### src/rtl/pc_fetch_unit.sv
// pc_fetch_unit: owns the PC and fetches one instruction at a time.
// It presents each word to decode and holds it until execute retires it.
// At retirement it picks the next PC from the resolved flow-control inputs.
module pc_fetch_unit #(
    parameter logic [31:0] RESET_PC = 32'h0000_0000
) (
    input  logic        clk,
    input  logic        rst,
    output logic        imem_req,
    output logic [31:0] imem_addr,
    input  logic        imem_ack,
    input  logic [31:0] imem_rdata,
    output logic [31:0] instr,
    output logic        instr_valid,
    input  logic        instr_ready,
    input  logic        Jump,
    input  logic        Jal,
    input  logic        Jr,
    input  logic        Branch,
    input  logic        NEqual,
    input  logic        alu_zero,
    input  logic [31:0] jr_target,
    output logic [31:0] pc,
    output logic [31:0] link_addr,
    output logic [31:0] retired
);

    localparam logic [1:0] S_IDLE = 2'd0;
    localparam logic [1:0] S_REQ  = 2'd1;
    localparam logic [1:0] S_HOLD = 2'd2;

    logic [1:0]  state;
    logic [31:0] pc4;
    logic [31:0] br_off;
    logic [31:0] next_pc;
    logic        take_jump;
    logic        take_branch;

    assign pc4       = pc + 32'd4;
    assign link_addr = pc4;
    assign imem_addr = pc;

    // Jal is always decoded together with Jump; OR-ing it in keeps a lone
    // Jal from silently falling through to pc4.
    assign take_jump   = Jump | Jal;
    assign take_branch = Branch & (alu_zero ^ NEqual);
    assign br_off      = {{14{instr[15]}}, instr[15:0], 2'b00};

    // Next-PC selection, Jr highest priority, sequential lowest.
    always_comb begin
        next_pc = pc4;
        if (Jr)
            next_pc = jr_target & ~32'h0000_0003;
        else if (take_jump)
            next_pc = {pc4[31:28], instr[25:0], 2'b00};
        else if (take_branch)
            next_pc = pc4 + br_off;
    end

    // Fetch sequencer: IDLE -> REQ (wait for ack) -> HOLD (wait for retire).
    always_ff @(posedge clk or posedge rst) begin
        if (rst) begin
            state       <= S_IDLE;
            pc          <= RESET_PC;
            imem_req    <= 1'b0;
            instr       <= 32'h0;
            instr_valid <= 1'b0;
            retired     <= 32'h0;
        end else begin
            case (state)
                S_IDLE: begin
                    state    <= S_REQ;
                    imem_req <= 1'b1;
                end
                S_REQ: begin
                    if (imem_ack) begin
                        instr       <= imem_rdata;
                        instr_valid <= 1'b1;
                        imem_req    <= 1'b0;
                        state       <= S_HOLD;
                    end
                end
                S_HOLD: begin
                    if (instr_ready) begin
                        pc          <= next_pc;
                        instr_valid <= 1'b0;
                        imem_req    <= 1'b1;
                        retired     <= retired + 32'd1;
                        state       <= S_REQ;
                    end
                end
                default: begin
                    state       <= S_IDLE;
                    imem_req    <= 1'b0;
                    instr_valid <= 1'b0;
                end
            endcase
        end
    end

endmodule

### config.mk
export PLATFORM = sky130hd
export DESIGN_NAME = pc_fetch_unit
export DESIGN_NICKNAME = d
export VERILOG_FILES = /design/src/rtl/pc_fetch_unit.sv
export SDC_FILE = /design/constraint.sdc
export NUM_CORES = 1
export LEC_CHECK = 0
export ABC_AREA = 1
export CAP_MARGIN = 20
export CORE_MARGIN = 2
export CORE_UTILIZATION = 45
export DETAILED_ROUTE_END_ITERATION = 6
export PLACE_DENSITY = 0.72
export SYNTH_ARGS = -nofsm -noshare
export SYNTH_HDL_FRONTEND = slang
export SYNTH_SLANG_ARGS = --single-unit
### constraint.sdc
create_clock -name clk -period 4.2 [get_ports clk]
set_input_delay 0.84 -clock clk [delete_from_list [all_inputs] [get_ports clk]]
set_output_delay 0.84 -clock clk [all_outputs]
set_load 0.01 [all_outputs]
### After elaboration in Yosys (flattened, before gate mapping)

Index checks and enable logic that the tools add are counted.

| operators by class | value |
|---|---|
| $add $sub $neg | 3 |
| $mul | 0 |
| div/mod/pow operators | 0 |
| order comparisons | 0 |
| equality and inequality tests | 4 |
| shift operators | 0 |
| multiplexer cells | 12 |
| bitwise logic cells | 4 |
| reduce and logical (&&, ||, !) cells | 5 |

Operator list:

| kind | number |
|---|---|
| $mux W32 | 3 |
| $add A32 B1 Y32 const B | 1 |
| $add A32 B3 Y32 const B | 1 |
| $add A32 B32 Y32 | 1 |
| $pmux W1 S3 | 2 |
| $pmux W2 S3 | 1 |
| $reduce_and A2 Y1 | 3 |
| $mux W1 | 4 |
| $mux W2 | 2 |
| $ne A2 B2 Y1 const B | 2 |
| $reduce_and A3 Y1 | 1 |
| $eq A2 B1 Y1 const B | 1 |
| $eq A2 B2 Y1 const B | 1 |
| $logic_not A2 Y1 | 1 |
| $and A1 B1 Y1 | 1 |
| $not A1 Y1 | 1 |
| $or A1 B1 Y1 | 1 |
| $xor A1 B1 Y1 | 1 |

| storage, ports and cells | value |
|---|---|
| bits in registers | 100 |
| latch bits | 0 |
| RAM bits | 0 |
| memory bits (read-only) | 0 |
| input port bits | 74 |
| output and inout port bits | 162 |
| word-level logic and storage cells | 34 |
| memories kept | 0 |

### Longest topological paths before layout

Gate-level depths: netlist of run 1.

| depth | value |
|---|---|
| word-level depth | 5 |
| depth in mapped cells | 24 |
| gate-level depth less buffers | 24 |

### Worst setup path before layout of run 1

No wires, ideal clock.

| path | value |
|---|---|
| kind | register to register |
| start point | reg pc[2] (netlist: imem_addr[2]) |
| end point | reg pc[27] (netlist: imem_addr[27]) |
| library setup time | 116 ps |
| data arrival time | 2868 ps |
| data required time | 4084 ps |
| slack | 1216 ps |
| cell stages (with the launch flop) | 21 |
| buffers on the path | 0 |
| clock period less this slack | 2984 ps |
| cell sequence | dfrtp_1 > ha_1 > nand3_1 > nor2_2 > nand2_2 > nor2_1 > xnor2_1 > clkinv_1 > ha_1 > nand2_1 > inv_1 > nand2_1 > nor3_1 > nand2_1 > and2_1 > nand2_1 > nand2_1 > nand3_1 > nand2_1 > nand2_1 > nand2_1 |

| on the way | value |
|---|---|
| longest elaborated chain between the ends | 5 |

RTL lines:

| item | RTL line | source |
|---|---|---|
| start, declared | 23 | `output logic [31:0] pc,` |
| start signal, assigned | 85 | `pc <= next_pc;` |
| $add A32 B3 Y32 | 39 | `assign pc4 = pc + 32'd4;` |
| via link_addr[26] | 24 | `output logic [31:0] link_addr,` |
| $add A32 B32 Y32 | 57 | `next_pc = pc4 + br_off;` |
| $mux W32 | 56 | `else if (take_branch)` |
| $mux W32 | 54 | `else if (take_jump)` |
| $mux W32 | 52 | `if (Jr)` |

The timed path passes the listed nets, and every way through them passes these cells.
A chain may end at the register's enable or synchronous reset.

### Worst setup path in the final report of run 1

| path | value |
|---|---|
| start point | reg pc[3] (netlist: imem_addr[3]) |
| end point | reg pc[24] (netlist: imem_addr[24]) |

| on the way | value |
|---|---|
| longest elaborated chain between the ends | 5 |

RTL lines:

| item | RTL line |
|---|---|
| $add A32 B3 Y32 * | 39 |
| $add A32 B32 Y32 | 57 |
| $mux W32 * | 56 |
| $mux W32 * | 54 |
| $mux W32 * | 52 |

Every way passes the cells marked *; elsewhere a longest branch is shown, timed or not.

==> results of run 1 <==
[cell usage in the layout (no fill, tap or decap), drive strengths merged, types with 3 or more instances in the layout]
cell / instances
nand2: 397
clkdlybuf4s50: 227
inv: 165
nor2: 142
dfrtp: 97
nand3: 80
a21oi: 65
ha: 37
xor2: 36
o21ai: 32
mux2: 27
nor3: 21
xnor2: 15
nand4: 13
buf: 13
clkbuf: 9
and2: 8
conb: 6
o21bai: 5
or2: 5
o211ai: 5
nor4: 5
clkinv: 5
nand3b: 3
o22ai: 3
[state kept, by name (all words and copies together) (netlist names)]
name and count:
retired 32, instr 32, imem_addr 30, state 2, instr_valid 1
[logic make-up (layout without fill, tap and decap cells)]
group                      Yosys count  count (layout)  synth area share [%]
AOI/OAI and AO/OA                  122             122                 8.214
adders and majority gates           38              38                 5.818
muxes                               27              27                 3.662
DFF                                 97              97                 29.24
other                                1               6               0.04517
buffers and inverters              224             420                 12.07
and+or+nand+nor                    676             676                 35.48
xor gates and xnor gates            51              51                 5.471
[final cells by class]
cell class	instances	area share, %
clock buffer	9	2.067
multi-input combinational	920	44.94
inverter	164	5.673
timing repair buffer	240	21.75
tap	229	2.630
clock inverter	7	0.6661
sequential	97	22.28
[path summary, 6_finish.rpt]
path / end / cells past startpoint / from / slack (ns)
min reg2reg: instr[28]$_DFFE_PP0P_ / 1 / instr[28]$_DFFE_PP0P_ / 0.51
max in group asynchronous: imem_addr[13]$_DFFE_PP0P_ / 3 / rst / 2.42
min: instr[28]$_DFFE_PP0P_ / 1 / instr[28]$_DFFE_PP0P_ / 0.51
max reg2reg: imem_addr[24]$_DFFE_PP0P_ / 19 / imem_addr[3]$_DFFE_PP0P_ / 0.51
min in group asynchronous: instr[27]$_DFFE_PP0P_ / 2 / rst / 1.00
max: imem_addr[24]$_DFFE_PP0P_ / 19 / imem_addr[3]$_DFFE_PP0P_ / 0.51
[report_power, final]
part,internal [uW],total [uW],switching (uW)
clock,421,865,444
sequential,1260,1820,564
combinational,2490,5740,3250
total,4170,8430,4260
[metal layers]
layer	vias to the layer above	track usage, %	routed length [um]
li1	4262	-	-
met1	3970	38.14	11980
met2	402	46.24	12720
met3	67	5.850	2500
met4	0	11.68	1049
met5	-	0	0
[per-stage QoR]
stage	area [um^2]	setup WS [ns]	hold slack, ns
after detailed placement	10600	0.6258	0.4903
after floorplan	8320	0.8263	0.5039
after global placement	10600	0.6856	0.4641
final	10900	0.5077	0.5063
after global routing	10900	0.2423	0.5099
after CTS	10900	0.5618	0.5032
[worst max-delay path: cells and delay by family, from the launching register on]
family,cells,cell delay (ns)
simple gates,15,1.90
fa+ha+maj,2,0.71
flops,1,0.49
xor+xnor,1,0.38
buf+inv,1,0.11
==> flow_metrics.env, run 1 <==
export IMPL_grt_pass1_vias=8281
export IMPL_overflow=0
export IMPL_p_total_uw=8432
export IMPL_cts_tree="built"
export IMPL_critical_path_class="flip-flop to flip-flop"
export IMPL_async_reset_ff_share_pct=100.0
export IMPL_antenna_left=0
export IMPL_clkTransAtPathRegs_ns=0.08
export IMPL_synth_seq_cells=97
export IMPL_cts_root_buf="clkbuf_16"
export IMPL_ys_seq_area_share_pct=29.24
export IMPL_cts_hold_buf=0
export IMPL_setup_viol=0
export IMPL_syn_to_final_growth_pct=31.24
export IMPL_place_gp_congestion=0.9301
export IMPL_yosys_area_top_type="dfrtp_1"
export IMPL_skew_ns=0.008630
export IMPL_synth_warnings=0
export IMPL_grt_setup_unrepaired="false"
export IMPL_initial_core_util_pct=46.06
export IMPL_hold_viol=0
export IMPL_cp_common_cell="nand2_1"
export IMPL_vias_per_cell=5.223
export IMPL_placement_io_buffers=227
export IMPL_max_cap_violations=0
export IMPL_max_freq_mhz=270.8
export IMPL_yosys_area_top_type_share_pct=29.24
export IMPL_synth_avg_cell_area_um2=6.717
export IMPL_timing_critical_path_cells="ha_1, nand3_1, nor3_1, xor2_1, inv_1, ha_1, nand2_1, nor2_1, nand2_1, nor2_1, nand2_1, nand3_1, nand2_1, nand3_1, nand2_1, nand2_1, nand2_1, nand2_1, nand2_1"
export IMPL_cp_required_ns=4.47
export IMPL_via_count=8701
export IMPL_post_cts_repair_setup_buffers=0
export IMPL_core_rowCount=49
export IMPL_io_pins=236
export IMPL_dr_pass1_iters=5
export IMPL_numClockSinks=97
export IMPL_htree_levels=3
export IMPL_cts_max_path_buffers=2
export IMPL_synth_common_cells="nand2_1 (385), inv_1 (160), nor2_1 (127), dfrtp_1 (97), nand3_1 (75)"
export IMPL_irDropWorstVdd_mv=0.4598
export IMPL_arrival_ns=3.96
export IMPL_grt_max_degree=68
export IMPL_die_w_um=139.8
export IMPL_dp_final_hpwl_um=22640
export IMPL_area_sequential_mm2=0.002427
export IMPL_fin_crit_ns=3.692
export IMPL_synth_area_leaders="dfrtp_1 (29%), nand2_1 (17%), inv_1 (7.2%), nor2_1 (5.7%), ha_1 (5.6%)"
export IMPL_die_h_um=139.8
export IMPL_leakage_uw=0.005306
export IMPL_final_max_slew_violation_count=0
export IMPL_syn_area_mm2=0.008302
export IMPL_synth_main_ff_cell="dfrtp_1"
export IMPL_numCtsBuffers=9
export IMPL_outcome="finished, final reports clean"
export IMPL_drc=0
export IMPL_timing_final_crit_share_pct=87.91
export IMPL_grt_pass1_wl_um=43880
export IMPL_slew_headroom_pct=38.25
export IMPL_nFillCells=1739
export IMPL_drive_above_1_share_pct=7.168
export IMPL_worstMarginPinSlew_ns=0.9263
export IMPL_final_setup_tns_ns=0
export IMPL_critPathMaxFanout=6
export IMPL_hold_class="flip-flop to flip-flop"
export IMPL_die_area_mm2=0.01955
export IMPL_grt_antenna_before_repair=0
export IMPL_start_kind="flip-flop"
export IMPL_antenna_cells=0
export IMPL_stdcell_count=1666
export IMPL_core_mm2=0.01802
export IMPL_wl_um=28250
export IMPL_nets=1544
export IMPL_drt_iter0_drc=609
export IMPL_cp_slowest_cell="dfrtp_1"
export IMPL_power_density_mw_per_mm2=773.9
export IMPL_end_kind="flip-flop"
export IMPL_synth_cells=1236
export IMPL_ctsResizeCount=0
export IMPL_wl_per_cell_um=16.95
export IMPL_max_stage_delay_ns=0.49
export IMPL_synth_edff_count=0
export IMPL_dp_cells=1650
export IMPL_yosysMostFrequentCell="nand2_1"
export IMPL_clkLatencyLatePin_ns=0.37
export IMPL_netlist_cell_type_count=54
export IMPL_multi_input_area_mm2=0.004896
export IMPL_fin_util_pct=60.45
export IMPL_grt_util_all_layers_pct=28.83
No activity file was read; power rests on OpenSTA's default activity.
==> inputs of run 2 (changes only) <==
--- a/config.mk
+++ b/config.mk
@@ -9,8 +9,10 @@
 export CAP_MARGIN = 20
 export CORE_MARGIN = 2
 export CORE_UTILIZATION = 45
+export CTS_CLUSTER_SIZE = 16
 export DETAILED_ROUTE_END_ITERATION = 6
 export PLACE_DENSITY = 0.72
+export RECOVER_POWER = 50
 export SYNTH_ARGS = -nofsm -noshare
 export SYNTH_HDL_FRONTEND = slang
 export SYNTH_SLANG_ARGS = --single-unit
==> flow_metrics.env, run 2 (synthesis results as in run 1) <==
export IMPL_cts_tree="built"
export IMPL_vias_per_cell=5.238
export IMPL_cts_root_buf="clkbuf_16"
export IMPL_hold_class="flip-flop to flip-flop"
export IMPL_mostFrequentLayoutCells="nand2_1 (385), clkdlybuf4s50_1 (194), inv_1 (161)"
export IMPL_nets=1544
export IMPL_overflow=0
export IMPL_irDropWorstVdd_mv=0.4612
export IMPL_p_total_uw=8387
export IMPL_stdcell_count=1666
export IMPL_max_cap_violations=3
export IMPL_ctsResizeCount=0
export IMPL_worstMarginPinSlew_ns=2.602
export IMPL_numClockSinks=97
export IMPL_power_density_mw_per_mm2=771.7
export IMPL_placement_io_buffers=227
export IMPL_final_max_slew_violation_count=148
export IMPL_hold_viol=0
export IMPL_grt_setup_unrepaired="false"
export IMPL_fin_util_pct=60.29
export IMPL_start_kind="flip-flop"
export IMPL_grt_max_degree=68
export IMPL_critPathMaxFanout=6
export IMPL_dp_final_hpwl_um=22640
export IMPL_post_cts_repair_setup_buffers=0
export IMPL_wl_per_cell_um=16.92
export IMPL_antenna_left=0
export IMPL_core_rowCount=49
export IMPL_die_w_um=139.8
export IMPL_grt_util_all_layers_pct=28.83
export IMPL_skew_ns=0.01147
export IMPL_arrival_ns=3.94
export IMPL_drc=0
export IMPL_cts_max_path_buffers=2
export IMPL_core_mm2=0.01802
export IMPL_cp_required_ns=4.46
export IMPL_drt_iter0_drc=602
export IMPL_dp_cells=1650
export IMPL_setup_viol=0
export IMPL_via_count=8727
export IMPL_dr_pass1_iters=5
export IMPL_failed_checks="max-capacitance violations, max-slew violations"
export IMPL_timing_final_crit_share_pct=87.63
export IMPL_clkLatencyLatePin_ns=0.37
export IMPL_place_gp_congestion=0.9301
export IMPL_initial_core_util_pct=46.06
export IMPL_final_setup_tns_ns=0
export IMPL_fin_crit_ns=3.681
export IMPL_outcome="finished, violations left"
export IMPL_wl_um=28190
export IMPL_numCtsBuffers=9
export IMPL_final_common_cell="nand2_1"
export IMPL_critical_path_class="flip-flop to flip-flop"
export IMPL_io_pins=236
export IMPL_grt_pass1_vias=8281
export IMPL_max_freq_mhz=271.7
export IMPL_drive_above_1_share_pct=6.681
export IMPL_grt_pass1_wl_um=43880
export IMPL_die_area_mm2=0.01955
export IMPL_slew_headroom_pct=-73.64
export IMPL_antenna_cells=0
export IMPL_htree_levels=3
export IMPL_end_kind="flip-flop"
export IMPL_die_h_um=139.8
export IMPL_syn_to_final_growth_pct=30.91
export IMPL_leakage_uw=0.005319
export IMPL_cts_hold_buf=0
export IMPL_holdWs_ns=0.5000
export IMPL_ff2ff_setup_slack_ns=0.52
export IMPL_clkTransAtPathRegs_ns=0.08
export IMPL_grt_antenna_before_repair=0
## run 2: path summary, 6_finish.rpt
kind | depth (start not counted) | end | start
worst max-delay path | 19 | imem_addr[24]$_DFFE_PP0P_ | imem_addr[3]$_DFFE_PP0P_
worst min-delay path | 1 | instr[28]$_DFFE_PP0P_ | instr[28]$_DFFE_PP0P_
worst max register to register | 19 | imem_addr[24]$_DFFE_PP0P_ | imem_addr[3]$_DFFE_PP0P_
worst min register to register | 1 | instr[28]$_DFFE_PP0P_ | instr[28]$_DFFE_PP0P_
max in group asynchronous | 3 | imem_addr[26]$_DFFE_PP0P_ | rst
min in group asynchronous | 2 | instr[27]$_DFFE_PP0P_ | rst
## run 2: final cells by class
cell class              instances  area [um^2]
inverters                     164        615.6
fillers                      1746         7157
clock buffers                   9        225.2
multi-input cells             920         4883
flip-flops and latches         97         2427
clock inverters                 7        72.57
repair buffers                240         2357
well taps                     229        286.5
## run 2: where the power goes
group | switching (uW) | internal [uW]
Combinational | 3240 | 2460
Sequential | 558 | 1260
Clock | 445 | 421
Total | 4250 | 4140
## run 2: worst max-delay path, cell delays in order, from the launching register on
cell     delay [ns]
dfrtp_1        0.49
ha_1           0.32
nand3_1        0.25
nor3_1         0.34
xor2_1         0.38
inv_1          0.11
ha_1           0.39
nand2_1        0.11
nor2_1         0.20
nand2_1        0.13
nor2_1         0.12
nand2_1        0.08
nand3_1        0.09
nand2_1        0.05
nand3_1        0.13
nand2_1        0.07
nand2_1        0.13
nand2_1        0.08
nand2_1        0.07
nand2_1        0.05
## run 2: per-stage QoR
stage                     worst slack [ns]  area (um^2)
after floorplan                     0.8263         8320
after global placement              0.6856        10600
after detailed placement            0.6258        10600
after CTS                           0.5618        10900
after global routing                0.2234        10870
final                               0.5193        10870
## run 2: per-layer routing
metal | wire length, um | up-vias | track usage [%]
met2 | 12780 | 397 | 46.24
met5 | 0 | - | 0
li1 | - | 4271 | -
met3 | 2318 | 62 | 5.850
met4 | 1043 | 0 | 11.68
met1 | 12050 | 3997 | 38.14
==> inputs of run 3 (changes only) <==
--- a/config.mk
+++ b/config.mk
@@ -9,9 +9,9 @@
 export CAP_MARGIN = 20
 export CORE_MARGIN = 2
 export CORE_UTILIZATION = 45
-export CTS_CLUSTER_SIZE = 16
+export CTS_CLUSTER_SIZE = 12
 export DETAILED_ROUTE_END_ITERATION = 6
-export PLACE_DENSITY = 0.72
+export PLACE_DENSITY = 0.76
 export RECOVER_POWER = 50
 export SYNTH_ARGS = -nofsm -noshare
 export SYNTH_HDL_FRONTEND = slang
==> flow_metrics.env, run 3 (synthesis results as in run 1) <==
export IMPL_hold_class="flip-flop to flip-flop"
export IMPL_die_w_um=139.8
export IMPL_antenna_left=0
export IMPL_die_h_um=139.8
export IMPL_end_kind="primary output"
export IMPL_post_cts_repair_setup_buffers=0
export IMPL_timing_final_crit_share_pct=90.26
export IMPL_die_area_mm2=0.01955
export IMPL_skew_ns=0.01536
export IMPL_drt_iter0_drc=679
export IMPL_leakage_uw=0.005330
export IMPL_max_cap_violations=2
export IMPL_dr_pass1_iters=5
export IMPL_syn_to_final_growth_pct=30.96
export IMPL_final_common_cell="nand2_1"
export IMPL_io_pins=236
export IMPL_core_rowCount=49
export IMPL_placement_io_buffers=227
export IMPL_drc=0
export IMPL_hold_path_cell_count=2
export IMPL_failed_checks="max-capacitance violations, max-slew violations"
export IMPL_cts_root_buf="clkbuf_16"
export IMPL_ctsResizeCount=0
export IMPL_grt_max_degree=44
export IMPL_cp_required_ns=3.36
export IMPL_dp_final_hpwl_um=23020
export IMPL_htree_levels=3
export IMPL_critical_path_class="flip-flop to primary output"
export IMPL_multi_input_area_mm2=0.004883
export IMPL_holdWs_ns=0.4749
export IMPL_nFillCells=1713
export IMPL_max_freq_mhz=263.8
export IMPL_cp_slowest_cell="clkdlybuf4s50_1"
export IMPL_area_sequential_mm2=0.002427
export IMPL_setup_viol=0
export IMPL_clkLatencyLatePin_ns=0.37
export IMPL_overflow=0
export IMPL_final_max_slew_violation_count=77
export IMPL_grt_antenna_before_repair=0
export IMPL_slew_headroom_pct=-39.02
export IMPL_nets=1541
export IMPL_irDropWorstVdd_mv=0.4312
export IMPL_vias_per_cell=5.235
export IMPL_start_kind="flip-flop"
export IMPL_fin_crit_ns=3.791
export IMPL_wl_per_cell_um=17.21
export IMPL_min_from="instr_valid$_DFFE_PP0P_"
export IMPL_max_stage_delay_ns=0.66
export IMPL_power_density_mw_per_mm2=774.3
export IMPL_core_mm2=0.01802
export IMPL_path_delay_family="buffers and inverters"
export IMPL_path_buf_inv=1
export IMPL_mostFrequentLayoutCells="nand2_1 (385), clkdlybuf4s50_1 (183), inv_1 (159)"
export IMPL_wl_um=28620
export IMPL_clkTransAtPathRegs_ns=0.07
export IMPL_hold_viol=0
export IMPL_initial_core_util_pct=46.06
export IMPL_final_setup_tns_ns=0
export IMPL_place_gp_congestion=0.9738
export IMPL_numCtsBuffers=9
export IMPL_antenna_cells=0
export IMPL_drive_above_1_share_pct=6.695
export IMPL_cts_hold_buf=0
export IMPL_arrival_ns=2.95
export IMPL_grt_setup_unrepaired="false"
export IMPL_worstMarginPinSlew_ns=2.074
export IMPL_worstSetupPathDepth=6
export IMPL_reg2reg_depth=21
export IMPL_ff2ff_setup_slack_ns=0.56
export IMPL_critPathMaxFanout=6
export IMPL_timing_critical_path_cells="ha_1, nand3_1, nor2_2, nand2_2, xnor2_1, clkdlybuf4s50_1"
export IMPL_cp_startpoint="imem_addr[3]$_DFFE_PP0P_"
export IMPL_worstReg2RegStart="imem_addr[3]$_DFFE_PP0P_"
export IMPL_numClockSinks=97
export IMPL_grt_pass1_vias=8247
export IMPL_via_count=8706
export IMPL_grt_util_all_layers_pct=29.08
export IMPL_cts_tree="built"
export IMPL_outcome="finished, violations left"
export IMPL_grt_pass1_wl_um=44730
export IMPL_cts_max_path_buffers=2
==> run 3: changes by cell type in the layout (fill, tap and decap cells not counted) <==
cell / change
clkdlybuf4s50_1: -11
inv_2: +1
inv_1: -2
buf_4: -2
clkbuf_1: -1
clkinvlp_2: +1
dlygate4sd3_1: +11
clkinv_4: -1
bufinv_16: +1
==> run 3: tightest hold or removal path, stage by stage (launching register included) <==
cell	delay, ns
dfrtp_1	0.34
nand2_1	0.05
nand2_1	0.05
==> run 3: area by class of cell <==
type                    instances  share of cell area (%)
flip-flops and latches         97                   22.33
repair buffers                237                   21.51
clock inverters                 7                  0.8632
multi-input cells             920                   44.92
inverters                     164                   5.674
well taps                     229                   2.636
clock buffers                   9                   2.072
==> run 3: stage by stage <==
| step | setup WS, ns | power (uW) | cell area, um^2 | util [%] | std cells |
|---|---|---|---|---|---|
| after global placement | 0.7121 | 7409 | 10580 | 58.67 | 1647 |
| final | 0.4090 | 8418 | 10870 | 60.32 | 1663 |
| after CTS | 0.4876 | 8436 | 10890 | 60.44 | 1663 |
| after detailed placement | 0.6609 | 7494 | 10580 | 58.67 | 1647 |
| after global routing | 0.2520 | 9114 | 10870 | 60.32 | 1663 |
| after floorplan | 0.8263 | 5257 | 8320 | - | 1241 |
==> run 3: path summary, 6_finish.rpt <==
kind,end
max in group asynchronous,retired[21]$_DFFE_PP0P_
max reg2reg,imem_addr[22]$_DFFE_PP0P_
max,link_addr[18]
min reg2reg,instr_valid$_DFFE_PP0P_
min in group asynchronous,retired[10]$_DFFE_PP0P_
min,instr_valid$_DFFE_PP0P_
==> run 3: power by group <==
group	leakage, uW	total, uW	switching [uW]	internal [uW]
Clock	0.000153	915	435	480
Combinational	0.00399	5680	3240	2440
Sequential	0.00119	1820	561	1260
Total	0.00533	8420	4240	4180
==> run 3: layer usage <==
layer  global-route usage (%)  share of wire, %  vias to the layer above
li1                         -                 -                     4255
met1                    37.76                43                     4039
met2                    47.93                46                      360
met3                    6.160               8.0                       52
met4                    10.53               3.1                        0
met5                        0                 0                        -
